`src/rtl/onehot_updown_counter_pkg.sv`:
```
// Shared constants and helpers for the one-hot up/down ring counter.
// The reset state is bit 0 set, and the counter steps in one of two directions.
package onehot_pkg;

    localparam logic DIR_UP   = 1'b0;
    localparam logic DIR_DOWN = 1'b1;

    // Bit position that is set after reset and after illegal-state recovery.
    localparam int RESET_BIT = 0;

    function automatic int idx_width(input int width);
        return (width <= 2) ? 1 : $clog2(width);
    endfunction

endpackage

```
`src/rtl/onehot_updown_counter_if.sv`:
```
// Command and status bundle for the one-hot up/down counter.
// The slave modport belongs to the counter. The master modport belongs to the controlling logic.
interface onehot_updown_counter_if
    import onehot_pkg::*;
#(
    parameter int WIDTH = 3
);
    localparam int IDXW = idx_width(WIDTH);

    logic             enable;
    logic             dir;
    logic             load;
    logic [IDXW-1:0]  load_idx;
    logic [WIDTH-1:0] q;
    logic [IDXW-1:0]  idx;
    logic             wrap;
    logic             err;

    modport master (
        output enable, dir, load, load_idx,
        input  q, idx, wrap, err
    );

    modport slave (
        input  enable, dir, load, load_idx,
        output q, idx, wrap, err
    );

endinterface

```
`src/rtl/onehot_updown_counter_encoder.sv`:
```
// Combinational one-hot to binary encoder.
// valid_o is high only when exactly one bit of the input is set.
module onehot_encoder
    import onehot_pkg::*;
#(
    parameter int WIDTH = 3,
    parameter int IDXW  = idx_width(WIDTH)
) (
    input  logic [WIDTH-1:0] onehot_i,
    output logic [IDXW-1:0]  idx_o,
    output logic             valid_o
);

    // NOTE: idx_o gets a default before the loop; without it a partial
    // assignment path would infer a latch.
    always_comb begin
        idx_o = '0;
        for (int i = 0; i < WIDTH; i++) begin
            if (onehot_i[i]) begin
                idx_o = idx_o | IDXW'(i);
            end
        end
    end

    assign valid_o = ($countones(onehot_i) == 1);

endmodule

```
`src/rtl/onehot_updown_counter.sv`:
```
// One-hot ring counter with the following features: up/down stepping, parallel load,
// a registered binary index, and self-recovery from non-one-hot states.
module onehot_updown_counter
    import onehot_pkg::*;
#(
    parameter int WIDTH = 3
) (
    input  logic                    clock,
    input  logic                    reset,
    onehot_updown_counter_if.slave  bus
);

    localparam int IDXW = idx_width(WIDTH);
    localparam logic [WIDTH-1:0] RESET_STATE = WIDTH'(1) << RESET_BIT;

    logic [WIDTH-1:0] ring_q, ring_d;
    logic [IDXW-1:0]  idx_q, idx_d;
    logic             wrap_q, wrap_d;
    logic             err_q, err_d;
    logic             cur_valid;
    logic [IDXW-1:0]  cur_idx;
    logic             nxt_valid;

    onehot_encoder #(.WIDTH(WIDTH), .IDXW(IDXW)) u_cur_enc (
        .onehot_i (ring_q),
        .idx_o    (cur_idx),
        .valid_o  (cur_valid)
    );

    onehot_encoder #(.WIDTH(WIDTH), .IDXW(IDXW)) u_nxt_enc (
        .onehot_i (ring_d),
        .idx_o    (idx_d),
        .valid_o  (nxt_valid)
    );

    // Priority: load > illegal-state recovery > step > hold.
    always_comb begin
        ring_d = ring_q;
        wrap_d = 1'b0;
        err_d  = 1'b0;
        if (bus.load) begin
            if (int'(bus.load_idx) < WIDTH) begin
                ring_d = WIDTH'(1) << bus.load_idx;
            end else begin
                err_d = 1'b1;
            end
        end else if (!cur_valid) begin
            ring_d = RESET_STATE;
            err_d  = 1'b1;
        end else if (bus.enable) begin
            if (bus.dir == DIR_UP) begin
                ring_d = {ring_q[WIDTH-2:0], ring_q[WIDTH-1]};
                wrap_d = ring_q[WIDTH-1];
            end else begin
                ring_d = {ring_q[0], ring_q[WIDTH-1:1]};
                wrap_d = ring_q[0];
            end
        end
    end

    // NOTE: state registers use non-blocking assignments so that every flop
    // samples the values from before the edge, regardless of statement order.
    always_ff @(posedge clock) begin
        if (reset) begin
            ring_q <= RESET_STATE;
            idx_q  <= IDXW'(RESET_BIT);
            wrap_q <= 1'b0;
            err_q  <= 1'b0;
        end else begin
            ring_q <= ring_d;
            idx_q  <= idx_d;
            wrap_q <= wrap_d;
            err_q  <= err_d;
        end
    end

    assign bus.q    = ring_q;
    assign bus.idx  = idx_q;
    assign bus.wrap = wrap_q;
    assign bus.err  = err_q;

    // The current index and the next-state validity are unused at the ports.
    // They are kept for visibility in debug.
    logic unused_dbg;
    assign unused_dbg = ^{cur_idx, nxt_valid};

endmodule

```
`src/flat_wrapper.sv`:
```
// flat-port wrapper written by rule: the top's interface ports become plain ports
module onehot_updown_counter_flat import onehot_pkg::*;
#(
    parameter int WIDTH = 3
)
  (clock, reset, bus_enable, bus_dir, bus_load, bus_load_idx, bus_q, bus_idx, bus_wrap, bus_err);
  onehot_updown_counter_if #(.WIDTH(WIDTH)) bus_i ();
  input  logic clock;
  input  logic reset;
  input wire logic [$bits(bus_i.enable)-1:0] bus_enable;
  input wire logic [$bits(bus_i.dir)-1:0] bus_dir;
  input wire logic [$bits(bus_i.load)-1:0] bus_load;
  input wire logic [$bits(bus_i.load_idx)-1:0] bus_load_idx;
  output wire logic [$bits(bus_i.q)-1:0] bus_q;
  output wire logic [$bits(bus_i.idx)-1:0] bus_idx;
  output wire logic [$bits(bus_i.wrap)-1:0] bus_wrap;
  output wire logic [$bits(bus_i.err)-1:0] bus_err;
  assign bus_i.enable = bus_enable;
  assign bus_i.dir = bus_dir;
  assign bus_i.load = bus_load;
  assign bus_i.load_idx = bus_load_idx;
  assign bus_q = bus_i.q;
  assign bus_idx = bus_i.idx;
  assign bus_wrap = bus_i.wrap;
  assign bus_err = bus_i.err;
  onehot_updown_counter #(.WIDTH(WIDTH)) u_core (.clock(clock), .reset(reset), .bus(bus_i));
endmodule
```
`config.mk`:
```
export PLATFORM = sky130hd
export DESIGN_NAME = onehot_updown_counter_flat
export DESIGN_NICKNAME = d
export VERILOG_FILES = /design/src/rtl/onehot_updown_counter_pkg.sv /design/src/rtl/onehot_updown_counter_if.sv /design/src/rtl/onehot_updown_counter_encoder.sv /design/src/rtl/onehot_updown_counter.sv /design/src/flat_wrapper.sv
export SDC_FILE = /design/constraint.sdc
export NUM_CORES = 1
export LEC_CHECK = 0
export ABC_AREA = 1
export BUFFER_PORTS_ARGS = -buffer_cell sky130_fd_sc_hd__buf_2
export CAP_MARGIN = 10
export CORE_AREA = 2 2 39 41
export DETAILED_ROUTE_END_ITERATION = 8
export DIE_AREA = 0 0 41 43
export HOLD_SLACK_MARGIN = 0.05
export PLACE_DENSITY = 0.68
export SETUP_SLACK_MARGIN = 0.2
export SYNTH_ARGS = -nofsm -noshare
export SYNTH_HDL_FRONTEND = slang
export SYNTH_HIERARCHICAL = 1
export SYNTH_SLANG_ARGS = --single-unit
```
`constraint.sdc`:
```
create_clock -name clock -period 1.6 [get_ports clock]
set_input_delay 0.32 -clock clock [delete_from_list [all_inputs] [get_ports clock]]
set_output_delay 0.32 -clock clock [all_outputs]
set_load 0.01 [all_outputs]
```
==> metrics <==
vias in the first global route=301; clock power share=32.6%; GPL Wtd Cong=0.820; H-tree depth=1; Post-Route WL=835 um; WS Path Type=register to register; placement row count=14; Register Area=145 um2; global-route met3 utilization=1.57%; Leak=0.301 nW; worst slew pin tran=0.207 ns; RSZ-0062 raised after global routing=yes; critical path, cell by cell=fa_1 > inv_1 > nor2_2 > nand2_2 > a21oi_2 > nand2_1 > nand2_1 > inv_1 > nor2_1; CTS tree=yes; final core occ=37.1%; met1 usage=13.6%; Worst VDD drop=331 uV; Seq pwr share=41.2%; peak per-stage delay on the critical path=0.53 ns; largest net degree at the start of global routing=7; Comb power frac=26.3%; post-route cell area=513 um2; Internal Power=0.000334 W; number of max-cap violations=0; Slowest cell on crit path=fa_1; initial drt markers=6; Final Hold Fails=0; die area=1760 um2; clk slew on worst S/H paths=0.05 ns; met2 usage=13.8%; Fill cells=146; Post-route DRC=0; Critical Path RT=1.79 ns; drt via density=4.17; synth warn=6; sw frac=30.1%; Net Count, Synth=70; hpwl dp=669 um; Boundary Pins=14; crit-path leading delay family=adder cells; Area Growth Syn to Fin=30.2%; wire per inst=8.79 um; DIE HEIGHT=43 um; diodes inserted=0; clock period minus worst slack=1.48 ns; Setup violations, final=0; layout cells sized above 1=30.4%; CP Max Fanout=2; fin worst setup slack=0.123 ns; port buffer count=13; TritonRoute pass-1 iters=4; Synth Instances=62; Net count, final=88; TritonCTS sink count=7; Placed Area=474 um2; run status=finished clean; area of the multi-input gates=193 um2; Psw=0.000144 W; PD cells=933 nW/um2; nature of the critical path endpoint=register; path type of the worst min-delay path=input pin to register; die width=41 um; grt ovf=0; total CTS buffers=3; clk_lat worst skew=0.24 ns; pre-CTS setup slack=0.125 ns; CP Data Arrival Time=1.66 ns; Slew Viols, Final=0; post-route antenna net violation count=0; Final Skew=0.00388 ns; Top Usage Layer GRT=met2; crit share post-route=92.3%; first-pass GRT wire length=1.14 mm; Mapped Area=394 um2; initial antenna violation count=0; Slew HR=86.1%; Worst Setup Start Kind=register; WP buf/inv=2; Max Root-Sink Buffers=2; core area=1380 um2; initial core utilization=28.5%; Max Clk Rate=0.677 GHz; Tot GR Track Use=9.56%; routed via count=396; CTS root buf=clkbuf_4; Mean Syn Cell Area=6.36 um2
## power by group through the flow
stage          Clock [W]  Sequential [W]  Combinational [W]
6_report        0.000156        0.000197           0.000126
5_1_grt         0.000179        0.000198           0.000141
4_1_cts         0.000163        0.000197           0.000123
3_5_place_dp           0        0.000205           0.000115
3_3_place_gp           0        0.000204           0.000115
2_1_floorplan          0        0.000210          0.0000747
## path summary, 6_finish.rpt
kind	start	to	slack, ns	depth (start not counted)
max	u_core/bus.q[0]	u_core/bus.idx[1]	0.12	9
min	reset	u_core/bus.q[1]	0.30	2
max reg2reg	u_core/bus.q[0]	u_core/bus.idx[1]	0.12	9
min reg2reg	u_core/bus.q[2]	u_core/bus.wrap	0.54	2
## cells in the final DEF (no fill, tap or decap)
master	instances
clkbuf_4	3
inv_1	12
dfxtp_2	1
inv_2	1
a21oi_1	5
buf_2	13
dfxtp_4	1
nor2_2	1
nand2_2	1
fa_1	1
nor2_1	2
o21ai_0	2
dfxtp_1	5
nand2_1	21
clkbuf_1	1
nand3_1	6
a21oi_2	1
buf_4	2
## final cells by class
| class | instances | share of cell area [%] |
|---|---|---|
| repair buffers | 15 | 15.6 |
| flip-flops and latches | 7 | 28.3 |
| multi-input cells | 40 | 37.6 |
| well taps | 16 | 3.90 |
| inverters | 13 | 9.51 |
| clock buffers | 4 | 5.12 |
## sequential cells by signal, summed over array words and instances, names as in the netlist
register / flops
u_core/bus.q: 3
u_core/bus.idx: 2
u_core/bus.err: 1
u_core/bus.wrap: 1
## repair_timing
item / CTS / global route
gates resized for setup: 1 / 1
hold buffers: 0 / 0
pin swaps: 3 / 0
setup buffers: 1 / 0
setup endpoints to repair: 6 / 6
## through the flow
stage	hold slack [ns]	power [W]	instances	TNS (ns)
floorplan	0.382	0.000285	62	0
global placement	0.532	0.000318	90	0
detailed placement	0.535	0.000320	90	0
CTS	0.294	0.000483	95	0
global route	0.304	0.000518	95	-0.00116
finish	0.302	0.000479	95	0
## routing by layer
layer | part of all wire [%] | wire length, um
met4 | 0 | 0
met1 | 54 | 449
met3 | 4.6 | 38
met5 | 0 | 0
met2 | 41 | 346
No activity file was read; power rests on OpenSTA's default activity.
